[src/rtl/usr_pkg.sv]
// usr_pkg: shared types for the usr_burst universal shift register.
//
// Contents:
//   usr_mode_e     3-bit operation select (HOLD, SHR, SHL, LOAD, ROR, ROL, ASR, CLEAR)
//   usr_state_e    burst engine state (IDLE, BUSY)
//   is_shift_mode  true for the modes a burst is allowed to repeat
package usr_pkg;

    typedef enum logic [2:0] {
        USR_HOLD  = 3'd0,
        USR_SHR   = 3'd1,
        USR_SHL   = 3'd2,
        USR_LOAD  = 3'd3,
        USR_ROR   = 3'd4,
        USR_ROL   = 3'd5,
        USR_ASR   = 3'd6,
        USR_CLEAR = 3'd7
    } usr_mode_e;

    typedef enum logic {
        IDLE = 1'b0,
        BUSY = 1'b1
    } usr_state_e;

    // HOLD, LOAD and CLEAR give the same result however often they repeat,
    // so only the moving modes can start a burst.
    function automatic logic is_shift_mode(input usr_mode_e m);
        return (m == USR_SHR) || (m == USR_SHL) || (m == USR_ROR) ||
               (m == USR_ROL) || (m == USR_ASR);
    endfunction

endpackage

[src/rtl/usr_step.sv]
// usr_step: one step of the universal shift register, purely combinational.
// The same instance serves single-step cycles and every burst step.
//
// Ports:
//   cur       current register value
//   mode      operation to apply
//   right_in  fill bit entering the MSB on SHR
//   left_in   fill bit entering the LSB on SHL
//   par_in    parallel load value for LOAD
//   nxt       register value after the step
module usr_step
    import usr_pkg::*;
#(
    parameter int WIDTH = 8
) (
    input  logic [WIDTH-1:0] cur,
    input  usr_mode_e        mode,
    input  logic             right_in,
    input  logic             left_in,
    input  logic [WIDTH-1:0] par_in,
    output logic [WIDTH-1:0] nxt
);

    always_comb begin
        nxt = cur;
        case (mode)
            USR_HOLD:  nxt = cur;
            USR_SHR:   nxt = {right_in, cur[WIDTH-1:1]};
            USR_SHL:   nxt = {cur[WIDTH-2:0], left_in};
            USR_LOAD:  nxt = par_in;
            USR_ROR:   nxt = {cur[0], cur[WIDTH-1:1]};
            USR_ROL:   nxt = {cur[WIDTH-2:0], cur[WIDTH-1]};
            USR_ASR:   nxt = {cur[WIDTH-1], cur[WIDTH-1:1]};
            USR_CLEAR: nxt = '0;
            default:   nxt = cur;
        endcase
    end

endmodule

[src/rtl/usr_burst.sv]
// usr_burst: parametrised universal shift register with a multi-step burst
// engine. A single step is applied under en; a start with a shifting mode
// repeats that mode count times, with busy high meanwhile and a one-cycle
// done pulse at the end.
//
// Optional feature (macro USR_ABORT_EN): adds abort input and aborted output;
// abort while busy ends the burst at the next edge without stepping.
//
// Ports:
//   clk, rst_n   clock, asynchronous active-low reset
//   en           single-step enable (idle only)
//   mode         operation select, see usr_mode_e
//   right_in     SHR fill bit, left_in SHL fill bit
//   par_in       parallel load data
//   start,count  burst request and number of steps (sampled when idle)
//   abort        (USR_ABORT_EN) cancel a running burst
//   out          register contents
//   ser_out_r    out[0], ser_out_l out[WIDTH-1]
//   busy         burst running, done one-cycle completion pulse
//   aborted      (USR_ABORT_EN) one-cycle pulse after an abort
module usr_burst
    import usr_pkg::*;
#(
    parameter int WIDTH = 8,
    parameter int CNT_W = $clog2(WIDTH + 1)
) (
    input  logic             clk,
    input  logic             rst_n,
    input  logic             en,
    input  logic [2:0]       mode,
    input  logic             right_in,
    input  logic             left_in,
    input  logic [WIDTH-1:0] par_in,
    input  logic             start,
    input  logic [CNT_W-1:0] count,
`ifdef USR_ABORT_EN
    input  logic             abort,
    output logic             aborted,
`endif
    output logic [WIDTH-1:0] out,
    output logic             ser_out_r,
    output logic             ser_out_l,
    output logic             busy,
    output logic             done
);

    usr_state_e       state_q, state_d;
    usr_mode_e        burst_mode_q, burst_mode_d;
    logic [CNT_W-1:0] cnt_q, cnt_d;
    logic [WIDTH-1:0] out_d;
    logic             done_d;
    usr_mode_e        mode_in;
    usr_mode_e        step_mode;
    logic [WIDTH-1:0] step_val;
`ifdef USR_ABORT_EN
    logic             aborted_d;
`endif

    assign mode_in = usr_mode_e'(mode);

    // While a burst runs the latched mode drives the step; live mode is ignored.
    assign step_mode = (state_q == BUSY) ? burst_mode_q : mode_in;

    usr_step #(.WIDTH(WIDTH)) u_step (
        .cur      (out),
        .mode     (step_mode),
        .right_in (right_in),
        .left_in  (left_in),
        .par_in   (par_in),
        .nxt      (step_val)
    );

    assign ser_out_r = out[0];
    assign ser_out_l = out[WIDTH-1];
    assign busy      = (state_q == BUSY);

    // Next-state logic. A valid start (shifting mode) takes priority over en
    // even when count is zero, which only produces the done pulse. cnt holds
    // the number of steps still to perform.
    always_comb begin
        state_d      = state_q;
        burst_mode_d = burst_mode_q;
        cnt_d        = cnt_q;
        out_d        = out;
        done_d       = 1'b0;
`ifdef USR_ABORT_EN
        aborted_d    = 1'b0;
`endif
        case (state_q)
            IDLE: begin
                if (start && is_shift_mode(mode_in)) begin
                    if (count == '0) begin
                        done_d = 1'b1;
                    end else begin
                        state_d      = BUSY;
                        burst_mode_d = mode_in;
                        cnt_d        = count;
                    end
                end else if (en) begin
                    out_d = step_val;
                end
            end
            BUSY: begin
`ifdef USR_ABORT_EN
                if (abort) begin
                    state_d   = IDLE;
                    cnt_d     = '0;
                    aborted_d = 1'b1;
                end else begin
`else
                begin
`endif
                    out_d = step_val;
                    cnt_d = cnt_q - CNT_W'(1);
                    if (cnt_q == CNT_W'(1)) begin
                        state_d = IDLE;
                        done_d  = 1'b1;
                    end
                end
            end
            default: begin
                state_d = IDLE;
                cnt_d   = '0;
            end
        endcase
    end

    // State, counter and data registers; reset clears everything at once,
    // cutting short any burst in flight.
    always_ff @(posedge clk or negedge rst_n) begin
        if (!rst_n) begin
            state_q      <= IDLE;
            burst_mode_q <= USR_HOLD;
            cnt_q        <= '0;
            out          <= '0;
            done         <= 1'b0;
`ifdef USR_ABORT_EN
            aborted      <= 1'b0;
`endif
        end else begin
            state_q      <= state_d;
            burst_mode_q <= burst_mode_d;
            cnt_q        <= cnt_d;
            out          <= out_d;
            done         <= done_d;
`ifdef USR_ABORT_EN
            aborted      <= aborted_d;
`endif
        end
    end

endmodule

[config.mk]
export PLATFORM = sky130hd
export DESIGN_NAME = usr_burst
export DESIGN_NICKNAME = d
export VERILOG_FILES = /design/src/rtl/usr_pkg.sv /design/src/rtl/usr_step.sv /design/src/rtl/usr_burst.sv
export SDC_FILE = /design/constraint.sdc
export NUM_CORES = 1
export LEC_CHECK = 0
export BUFFER_PORTS_ARGS = -buffer_cell sky130_fd_sc_hd__buf_2
export CORE_UTILIZATION = 53
export DETAILED_ROUTE_END_ITERATION = 7
export PLACE_DENSITY = 0.81
export SLEW_MARGIN = 30
export SYNTH_ARGS = -nofsm -noshare
export SYNTH_HDL_FRONTEND = slang
export SYNTH_SLANG_ARGS = --single-unit
[constraint.sdc]
create_clock -name clk -period 3.7 [get_ports clk]
set_clock_uncertainty 0.15 [all_clocks]
set_input_delay 0.37 -clock clk [delete_from_list [all_inputs] [get_ports clk]]
set_output_delay 0.37 -clock clk [all_outputs]
set_load 0.005 [all_outputs]
* Word level (Yosys, flattened, before mapping)
Cells that the tools add are included.
** Word-level totals
- Register bits :: 17
- Latch bits :: 0
- RAM bits :: 0
- Memory bits (read-only) :: 0
- Output and inout bits :: 12
- Logic and storage cells :: 51
- Memories kept :: 0
** Cells by class
- $add $sub $neg :: 1
- $mul :: 0
- Div/mod/pow operators :: 0
- Order comparisons :: 0
- Eq/ne operators :: 17
- Shifts and indexed selects :: 0
- Muxes and demuxes :: 16
- Bitwise logic cells :: 2
- Reductions and logical operators :: 10
** Operator list (number)
- case mux 8 bit (8 select lines) :: 1
- == test 3 bit, second input constant :: 7
- two-way mux 8 bit :: 2
- case mux 8 bit (2 select lines) :: 1
- == test 3 x 2 -> 1 bit, second input constant :: 3
- two-way mux 4 bit :: 2
- != test 2 bit, second input constant :: 4
- case mux 4 bit (2 select lines) :: 1
- == test 3 x 1 -> 1 bit, second input constant :: 2
- two-way mux 1 bit :: 6
- == test 4 x 1 -> 1 bit, second input constant :: 1
- logical NOT 4 bit :: 1
- logical OR 1 bit :: 4
- case mux 1 bit (2 select lines) :: 2
- AND reduction 2 bit :: 2
- subtractor 4 x 1 -> 4 bit, second input constant :: 1
- logical NOT 3 bit :: 1
- two-way mux 3 bit :: 1
- AND reduction 3 bit :: 1
- NOT 1 bit :: 2
- logical AND 1 bit :: 1

* Depth between registers and ports, before layout
Gate-level depths: netlist (run 1).
- Depth in word-level cells :: 8
- Gate-level depth with buffers :: 7

* Hierarchy
From an unflattened synthesis (run 1), not the netlist that was laid out.
** Second synthesis, totals
- Cell total of the unflattened synthesis :: 137
- Area, all modules :: 1355.0 µm²
** By module, submodules not included
- usr_burst :: instances 1, cells an instance 69, area each 872.1 µm², seq. area each 425.4 µm²
- usr_step :: instances 1, cells an instance 68, area each 483.0 µm², seq. area each 0.0 µm²

* Least setup slack after synthesis (run 1)
No wires, ideal clock.
- Kind :: input-to-reg
- Start :: in count[2]
- End :: reg burst_mode_q[0]
- Setup time :: 0.125 ns
- Arrival :: 1.478 ns
- Data required time :: 3.425 ns
- Setup slack :: 1.947 ns
- Stages :: 3
- Cells stage by stage :: or4_1 nand4_1 mux2_2
** Between the ends
- Cells in the longest elaborated chain, start to end :: 3
** RTL lines
- start: declaration :: line usr_burst.sv:35 : input logic [CNT_W-1:0] count,
- logical NOT 4 bit :: line usr_burst.sv:92 : if (count == '0) begin
- NOT 1 bit (no line)
- AND reduction 3 bit (no line)
- end signal: assignment :: line usr_burst.sv:142 : burst_mode_q <= burst_mode_d;
- end: declaration :: line usr_burst.sv:48 : usr_mode_e burst_mode_q, burst_mode_d;
Every way passes these cells.
A chain may end at the register's enable or synchronous reset.

* Final worst setup path (run 1)
- Start :: reg state_q (netlist: busy)
- End :: reg out[3]
** Between the ends
- Cells in the longest elaborated chain, start to end :: 6
** RTL lines
- start: declaration :: line usr_burst.sv:47 : usr_state_e state_q, state_d;
- start signal: assignment :: line usr_burst.sv:141 : state_q <= state_d;
- two-way mux 3 bit :: line usr_burst.sv:62 : assign step_mode = (state_q == BUSY) ? burst_mode_q : mode_in;
- == test 3 bit (tied with other cells) :: line usr_step.sv:26 : case (mode)
- case mux 8 bit (8 select lines) :: line usr_step.sv:26
- two-way mux 8 bit :: line usr_burst.sv:99 : end else if (en) begin
- two-way mux 8 bit :: line usr_burst.sv:91 : if (start && is_shift_mode(mode_in)) begin
- case mux 8 bit (2 select lines) :: line usr_burst.sv:89 : case (state_q)
- end signal: assignment :: line usr_burst.sv:144 : out <= out_d;
- end: declaration :: line usr_burst.sv:40 : output logic [WIDTH-1:0] out,
Several ways; a longest one is shown, not always the timed one. The select of a mux whose other input is x is not followed.

==> insert_results.sql, run 1 <==
INSERT INTO impl_metrics (metric_group, metric, value, unit) VALUES
('run_status', 'status', 'finished clean', ''),
('logic_synthesis', 'yosysSeqAreaShare', '37.0', '%'),
('floorplan', 'floorplan.initialDensity', '57.4', '%'),
('logic_synthesis', 'post_synth_instance_area', '1150', 'um^2'),
('clock_network', 'cts_made_buffers', '3', ''),
('sta', 'final_critical_path_setup_slack', '1.51', 'ns'),
('pwr', 'leak', '0.578', 'nW'),
('global_route', 'global_route.overflow_total', '0', ''),
('pwr', 'power_frac_comb', '60.8', '%'),
('finish', 'most_common_library_cell_in_the_layout_ignoring_fill_and_taps', 'sky130_fd_sc_hd__buf_2', ''),
('setup_path', 'cp-end-kind', 'flop', ''),
('setup_path', 'criticalPathCategory', 'flop to flop', ''),
('sta', 'max_slew_vio_count', '0', ''),
('place', 'place.port_buffers', '32', ''),
('routing', 'vias_per_cell', '6.02', ''),
('setup_path', 'critical_path_top_delay_cell', 'sky130_fd_sc_hd__dfrtp_1', ''),
('place', 'preCtsSetupSlack', '1.54', 'ns'),
('floorplan', 'io_pins', '33', ''),
('setup_path', 'critical_path_arrival', '2.26', 'ns'),
('clock_network', 'cts_tree', 'yes', ''),
('flow_run', 'timing.max_cap.violations', '0', ''),
('pwr', 'power.share.sequential', '31.5', '%'),
('sta', 'timing.hold.ws', '0.190', 'ns'),
('sta', 'min_period', '2.19', 'ns'),
('setup_path', 'rr_worst_depth', '4', ''),
('pwr', 'powerDensity', '983', 'nW/um^2'),
('pwr', 'power_report.internal_total', '0.716', 'mW'),
('logic_synthesis', 'synth_cell_type_count', '38', ''),
('setup_path', 'cp_num_cells', '4', ''),
('floorplan', 'die-height', '48.6', 'um'),
('routing', 'route.detailed.wl_per_inst', '14.3', 'um'),
('pwr', 'power.switching', '0.589', 'mW'),
('pwr', 'vdd_drop_max', '0.564', 'mV'),
('routing', 'final_antenna_net_count', '0', ''),
('finish', 'n_antenna_cell', '0', ''),
('setup_path', 'crit_fanout', '17', ''),
('floorplan', 'dieArea', '2360', 'um^2'),
('clock_network', 'clockBufferDepth', '2', ''),
('sta', 'slew-limit-headroom', '55.9', '%'),
('floorplan', 'floorplan.core_area', '2000', 'um^2'),
('hold_path', 'whs_path_depth', '3', ''),
('global_route', 'wire_length_of_the_first_global_routing_pass', '4270', 'um'),
('finish', 'commonest_cells_after_routing_fill_and_taps_aside', '32 x sky130_fd_sc_hd__buf_2, 17 x sky130_fd_sc_hd__dfrtp_1, 11 x sky130_fd_sc_hd__a21oi_1', ''),
('place', 'routabilityCongestion', '0.853', ''),
('hold_path', 'holdCritPathClass', 'input port to flop', ''),
('sta', 'timing.final.hold_violations', '0', ''),
('setup_path', 'critical-path-top-delay-family', 'flip-flops', ''),
('routing', 'dr.first_iter.drc_count', '27', ''),
('setup_path', 'path_cells', 'mux2i_2, nand3_2, and2_1, a31oi_1', ''),
('logic_synthesis', 'netlist_instances', '113', ''),
('pwr', 'clock_power_share', '7.7', '%'),
('floorplan', 'cell_rows', '16', ''),
('sta', 'min_period_over_period', '59.2', '%'),
('clock_network', 'clock_network_latency_to_the_later_pin_of_the_worst_skew_pair', '0.29', 'ns'),
('floorplan', 'die_width', '48.6', 'um'),
('setup_path', 'worst_setup_path_start_kind', 'flop', ''),
('finish', 'layout.nets', '168', ''),
('setup_path', 'critical_path_required', '3.77', 'ns'),
('global_route', 'initial_antenna_violation_count', '0', ''),
('global_route', 'grt_max_degree', '18', ''),
('clock_network', 'post_cts_resized', '0', ''),
('finish', 'area_growth_syn_to_layout', '15.5', '%'),
('finish', 'post_route_cells_drive_above_1_share', '37.5', '%'),
('logic_synthesis', 'synth.net_count', '136', ''),
('routing', 'route.vias.total', '1029', ''),
('sta', 'max_slew.worst_pin.slew', '0.661', 'ns'),
('sta', 'achievable-frequency', '456', 'MHz'),
('routing', 'route.detailed.drc', '0', ''),
('sta', 'timing.final.setup_violations', '0', ''),
('sta', 'rsz0062_at_grt', 'false', ''),
('global_route', 'number_of_global_route_vias_before_repair', '971', '');
[metal layers]
metal	track usage [%]	share of wire, %	vias to the layer above
met5	0	0	-
met4	14.2	3.2	0
li1	-	-	495
met1	29.3	42	487
met3	3.77	5.1	9
met2	39.9	49	38
[cell families (layout without fill, tap and decap cells)]
| group | count (synthesis) | count (layout) | share of synthesized area (%) |
|---|---|---|---|
| DFF | 17 | 17 | 37.0 |
| muxes | 11 | 11 | 13.5 |
| and+or+nand+nor | 33 | 33 | 17.0 |
| xor gates and xnor gates | 2 | 2 | 1.52 |
| adders and majority gates | 2 | 2 | 2.18 |
| AOI/OAI and AO/OA | 40 | 40 | 23.5 |
| buffers and inverters | 8 | 39 | 5.33 |
[power groups by stage]
stage | Sequential (mW) | Clock [mW] | Combinational [mW]
after floorplan | 0.371 | 0 | 0.688
after global placement | 0.409 | 0 | 0.774
after detailed placement | 0.415 | 0 | 0.792
after CTS | 0.411 | 0.103 | 0.796
after global routing | 0.428 | 0.112 | 0.885
final | 0.411 | 0.101 | 0.793
[final cells by class]
type	instances	area [um^2]	share of cell area, %
clock inverters	1	5.00	0.377
flip-flops and latches	17	425	32.0
multi-input cells	88	663	50.0
well taps	27	33.8	2.54
inverters	2	7.51	0.566
repair buffers	33	170	12.8
clock buffers	3	22.5	1.70
[worst min-delay path: cells and delay by family]
| kind | cells | cell delay, ns |
|---|---|---|
| compound gates | 1 | 0.05 |
| buf+inv | 1 | 0.10 |
| simple gates | 1 | 0.09 |
[synth_stat cells]
library cell	instances	area, um^2
sky130_fd_sc_hd__mux2i_1	1	10.0
sky130_fd_sc_hd__nor3_1	2	10.0
sky130_fd_sc_hd__or3_1	2	12.5
sky130_fd_sc_hd__nand3_1	3	15.0
sky130_fd_sc_hd__o21bai_1	1	7.51
sky130_fd_sc_hd__a32oi_1	1	8.76
sky130_fd_sc_hd__a31oi_1	6	37.5
sky130_fd_sc_hd__a221oi_1	1	8.76
sky130_fd_sc_hd__mux2i_4	2	45.0
sky130_fd_sc_hd__a22oi_1	7	52.6
sky130_fd_sc_hd__a31oi_4	1	21.3
sky130_fd_sc_hd__xor2_1	2	17.5
sky130_fd_sc_hd__or4_1	1	7.51
sky130_fd_sc_hd__buf_6	3	33.8
sky130_fd_sc_hd__and2b_2	1	8.76
sky130_fd_sc_hd__mux2i_2	1	13.8
sky130_fd_sc_hd__buf_4	2	15.0
sky130_fd_sc_hd__mux2_2	5	56.3
sky130_fd_sc_hd__buf_2	1	5.00
sky130_fd_sc_hd__and2_1	1	6.26
sky130_fd_sc_hd__a31oi_2	1	12.5
sky130_fd_sc_hd__inv_1	2	7.51
sky130_fd_sc_hd__nand2_1	7	26.3
sky130_fd_sc_hd__nor3b_2	1	12.5
sky130_fd_sc_hd__nand3b_1	1	7.51
sky130_fd_sc_hd__nor3_2	3	30.0
sky130_fd_sc_hd__dfrtp_1	17	425
sky130_fd_sc_hd__a41oi_1	1	8.76
sky130_fd_sc_hd__o21ai_0	8	40.0
sky130_fd_sc_hd__a32o_1	1	10.0
sky130_fd_sc_hd__o31ai_1	1	7.51
sky130_fd_sc_hd__nor2_1	7	26.3
sky130_fd_sc_hd__ha_1	2	25.0
sky130_fd_sc_hd__nor4bb_1	1	10.0
sky130_fd_sc_hd__a21oi_1	11	55.1
sky130_fd_sc_hd__mux2_4	2	30.0
sky130_fd_sc_hd__nand4_1	2	12.5
sky130_fd_sc_hd__nand3_2	1	10.0
[worst paths after layout]
kind,start,end,slack [ns]
min reg2reg,burst_mode_q[2],burst_mode_q[2],0.40
min,count[2],cnt_q[2],0.19
max reg2reg,busy,out[3],1.51
min in group asynchronous,rst_n,out[0],0.36
max,busy,out[3],1.51
max in group asynchronous,rst_n,burst_mode_q[2],2.76
[sequential cells by signal, summed over array words and instances (netlist names)]
signal / count
out: 8
busy: 1
done: 1
burst_mode_q: 3
cnt_q: 4
[stage by stage]
step / total power [mW] / cell area, um^2 / cells / utilization [%]
floorplan: 1.06 / 1150 / 113 / -
global placement: 1.18 / 1290 / 166 / 64.4
detailed placement: 1.21 / 1290 / 166 / 64.4
CTS: 1.31 / 1330 / 171 / 66.3
global route: 1.42 / 1330 / 171 / 66.3
finish: 1.30 / 1330 / 171 / 66.3
[what timing repair did]
item / in CTS / in global routing
buffers inserted: 0 / 0
endpoints found under the hold margin: 17 / 0
hold buffers: 1 / 0
No activity file was read; power rests on OpenSTA's default activity.
==> run 2: changes to the inputs <==
ABC_AREA = 1   (was unset)
CORE_UTILIZATION = 51   (was 53)
PLACE_DENSITY = 0.79   (was 0.81)
clock period = 2.2 ns   (was 3.7 ns; I/O delays follow)
==> run 2 against run 1 <==
  * Cell area up 1.1%
  * Worst hold slack got worse by 0.17 ns
  * Setup slack lost 1.2 ns
  * First-iteration DRC count grew 22%
  * Clock-buffer cell count is 1 higher
  * Die area grew 3.1%
  * Total power rose by 68%
  * Clock power rose by 75%
  * Area after synthesis shrank 0.65%
  * Maximum frequency up 13%
  * Utilization is 0.56 points lower
  * Critical endpoint is now out[1]
  * Largest power group unchanged
==> insert_results.sql, run 2 <==
INSERT INTO impl_metrics (metric_group, metric, value, unit) VALUES
('finish', 'area_growth_syn_to_layout', '17.5', '%'),
('logic_synthesis', 'synth_cell_type_count', '23', ''),
('sta', 'min_period_over_period', '88.0', '%'),
('flow_run', 'timing.max_cap.violations', '0', ''),
('setup_path', 'criticalPathCategory', 'flop to flop', ''),
('logic_synthesis', 'yosysTopAreaCell', 'sky130_fd_sc_hd__dfrtp_1', ''),
('floorplan', 'die-height', '49.3', 'um'),
('logic_synthesis', 'synth.net_count', '191', ''),
('floorplan', 'cell_rows', '16', ''),
('global_route', 'global_route.overflow_total', '0', ''),
('sta', 'rsz0062_at_grt', 'false', ''),
('clock_network', 'cts_made_buffers', '3', ''),
('finish', 'layout_top_registers', 'out x8, cnt_q x4, burst_mode_q x3', ''),
('clock_network', 'clockBufferDepth', '2', ''),
('place', 'place.port_buffers', '32', ''),
('routing', 'final_antenna_net_count', '0', ''),
('clock_network', 'clock_network_latency_to_the_later_pin_of_the_worst_skew_pair', '0.29', 'ns'),
('clock_network', 'post_cts_resized', '0', ''),
('pwr', 'vdd_drop_max', '0.926', 'mV'),
('clock_network', 'path_clk_slew', '0.11', 'ns'),
('setup_path', 'path_cells', 'inv_2, nand2_1, nand2_2, nand3_2, inv_2, nor2_4, nand2_1, nor2_1, nor2_1', ''),
('setup_path', 'rr_startpoint', 'busy', ''),
('finish', 'post-route-util', '65.7', '%'),
('floorplan', 'die_width', '49.3', 'um'),
('hold_path', 'holdCritPathClass', 'input port to flop', ''),
('routing', 'drt-pass1-iter-count', '4', ''),
('floorplan', 'floorplan.initialDensity', '55.9', '%'),
('global_route', 'number_of_global_route_vias_before_repair', '1035', ''),
('setup_path', 'cp-end-kind', 'flop', ''),
('routing', 'route.vias.total', '1159', ''),
('routing', 'route.detailed.wl_per_inst', '11.4', 'um'),
('logic_synthesis', 'yosys_register_bits', '17', ''),
('place', 'dpl_wire_length', '1920', 'um'),
('finish', 'commonest_cells_after_routing_fill_and_taps_aside', '61 x sky130_fd_sc_hd__nand2_1, 32 x sky130_fd_sc_hd__buf_2, 31 x sky130_fd_sc_hd__nor2_1', ''),
('sta', 'max_slew.worst_pin.slew', '0.448', 'ns'),
('setup_path', 'cp.buffers_inverters', '2', ''),
('clock_network', 'cts_root_buf', 'sky130_fd_sc_hd__clkbuf_4', ''),
('setup_path', 'critical_path_arrival', '1.98', 'ns'),
('logic_synthesis', 'synthTopCellsByCount', '61 x sky130_fd_sc_hd__nand2_1, 31 x sky130_fd_sc_hd__nor2_1, 17 x sky130_fd_sc_hd__dfrtp_1', ''),
('clock_network', 'htree_levels', '1', ''),
('routing', 'vias_per_cell', '5.06', ''),
('run_status', 'status', 'finished clean', ''),
('routing', 'dr.first_iter.drc_count', '33', ''),
('sta', 'achievable-frequency', '516', 'MHz'),
('setup_path', 'cpPeakStageDelay', '0.63', 'ns'),
('logic_synthesis', 'yosys-top-cells-area', 'sky130_fd_sc_hd__dfrtp_1 37%, sky130_fd_sc_hd__nand2_1 20%, sky130_fd_sc_hd__nor2_1 10%', ''),
('setup_path', 'cp-startpoint', 'busy', ''),
('setup_path', 'critical-path-top-delay-family', 'simple AND/OR/NAND/NOR gates', ''),
('finish', 'nFillCells', '202', ''),
('finish', 'most_common_library_cell_in_the_layout_ignoring_fill_and_taps', 'sky130_fd_sc_hd__nand2_1', ''),
('setup_path', 'worst_setup_path_start_kind', 'flop', ''),
('global_route', 'wire_length_of_the_first_global_routing_pass', '4390', 'um'),
('finish', 'largest_register_by_flop_count', 'out', ''),
('sta', 'timing.final.setup_violations', '0', ''),
('logic_synthesis', 'synth_warnings', '0', ''),
('clock_network', 'post_cts_setup_buffer_count', '0', ''),
('clock_network', 'clkSinkCount', '17', ''),
('setup_path', 'critical_path_top_delay_cell', 'sky130_fd_sc_hd__dfrtp_1', ''),
('place', 'routabilityCongestion', '0.906', ''),
('pwr', 'powerDensity', '1630', 'nW/um^2'),
('finish', 'post_route_cells_drive_above_1_share', '26.2', '%'),
('logic_synthesis', 'synth-edff-count', '0', ''),
('floorplan', 'floorplan.core_area', '2040', 'um^2'),
('pwr', 'leak', '0.739', 'nW'),
('sta', 'slew-limit-headroom', '70.1', '%'),
('setup_path', 'crit_fanout', '14', ''),
('logic_synthesis', 'synth_top_flop_cell', 'sky130_fd_sc_hd__dfrtp_1', ''),
('finish', 'n_antenna_cell', '0', ''),
('floorplan', 'io_pins', '33', ''),
('logic_synthesis', 'syn_area_per_cell', '6.80', 'um^2'),
('finish', 'layout.nets', '226', ''),
('global_route', 'grt_max_degree', '18', ''),
('clock_network', 'post_cts_hold_buffer_count', '1', ''),
('logic_synthesis', 'synth_most_common_cell', 'sky130_fd_sc_hd__nand2_1', ''),
('sta', 'fin_setup_tns', '0', 'ns'),
('global_route', 'initial_antenna_violation_count', '0', ''),
('logic_synthesis', 'synthArstFlopShare', '100', '%'),
('logic_synthesis', 'post-synth-top-area-fraction', '37.2', '%'),
('clock_network', 'cts_tree', 'yes', ''),
('routing', 'detail_route.wirelength', '2600', 'um'),
('sta', 'min_period', '1.94', 'ns'),
('logic_synthesis', 'post_synth_instance_area', '1140', 'um^2'),
('sta', 'max_slew_vio_count', '0', ''),
('floorplan', 'dieArea', '2430', 'um^2'),
('hold_path', 'worstHoldStart', 'mode[0]', ''),
('setup_path', 'critical_path_required', '2.25', 'ns'),
('global_route', 'gr-usage-all-layers', '23.8', '%'),
('finish', 'flip_flop_count_of_the_largest_register_all_copies_and_words_added', '8', ''),
('logic_synthesis', 'yosysSeqAreaShare', '37.2', '%'),
('sta', 'timing.final.hold_violations', '0', ''),
('routing', 'route.detailed.drc', '0', ''),
('logic_synthesis', 'netlist_instances', '168', '');
run 2: cell count changes after synthesis, moves of 3 or more:
| cell | previous run | this run |
|---|---|---|
| sky130_fd_sc_hd__nand3_1 | 3 | 9 |
| sky130_fd_sc_hd__nor2_1 | 7 | 31 |
| sky130_fd_sc_hd__a31oi_1 | 6 | 0 |
| sky130_fd_sc_hd__inv_1 | 2 | 8 |
| sky130_fd_sc_hd__a22oi_1 | 7 | 0 |
| sky130_fd_sc_hd__nor3_2 | 3 | 0 |
| sky130_fd_sc_hd__mux2_2 | 5 | 0 |
| sky130_fd_sc_hd__inv_2 | 0 | 3 |
| sky130_fd_sc_hd__a21oi_1 | 11 | 2 |
| sky130_fd_sc_hd__nand2_2 | 0 | 8 |
| sky130_fd_sc_hd__nand2_1 | 7 | 61 |
run 2: power by group:
| part | internal (mW) | switching, mW | total, mW | leakage (nW) |
|---|---|---|---|---|
| combinational | 0.515 | 0.846 | 1.36 | 0.523 |
| sequential | 0.485 | 0.168 | 0.653 | 0.201 |
| clock | 0.0705 | 0.106 | 0.177 | 0.0150 |
run 2: cell type report:
cell class | instances | area (um^2) | share of cell area [%]
clock buffer | 4 | 26.3 | 1.96
inverter | 12 | 47.5 | 3.54
sequential | 17 | 425 | 31.7
timing repair buffer | 34 | 178 | 13.2
multi-input combinational | 135 | 632 | 47.1
tap | 27 | 33.8 | 2.52
run 2: kinds of logic (layout without fill, tap and decap cells):
kind of cell | after synthesis | after routing | share of synthesized area [%]
simple gates | 120 | 120 | 46.4
buf+inv | 16 | 50 | 7.45
fa+ha+maj | 2 | 2 | 2.19
flops | 17 | 17 | 37.2
xor+xnor | 1 | 1 | 0.767
compound gates | 12 | 12 | 5.91
run 2: metal layers:
layer | vias to the layer above | global-route usage (%) | wire (um)
li1 | 593 | - | -
met1 | 518 | 32.0 | 1200
met2 | 42 | 38.6 | 1250
met3 | 6 | 3.74 | 118
met4 | 0 | 8.33 | 35
met5 | - | 0 | 0
run 2: tightest hold or removal path: stages:
cell	delay (ns)
sky130_fd_sc_hd__buf_2	0.11
sky130_fd_sc_hd__nand2_1	0.05
sky130_fd_sc_hd__o21ai_0	0.06
run 2: through the flow:
step | cell area [um^2] | hold slack (ns) | total power, mW | instances | setup slack (ns)
finish | 1340 | 0.0200 | 2.19 | 229 | 0.263
detailed placement | 1310 | 0.0254 | 2.00 | 224 | 0.336
CTS | 1340 | 0.0251 | 2.19 | 229 | 0.291
floorplan | 1140 | -0.226 | 1.73 | 168 | 0.651
global route | 1340 | 0.0432 | 2.43 | 229 | 0.0911
global placement | 1310 | 0.0194 | 1.95 | 224 | 0.398
run 2: worst paths after layout:
kind | end | slack, ns | depth (start not counted)
min | burst_mode_q[0] | 0.02 | 3
min reg2reg | burst_mode_q[1] | 0.39 | 2
min in group asynchronous | cnt_q[2] | 0.22 | 2
max reg2reg | out[1] | 0.26 | 9
max in group asynchronous | out[5] | 1.39 | 2
max | out[1] | 0.26 | 9
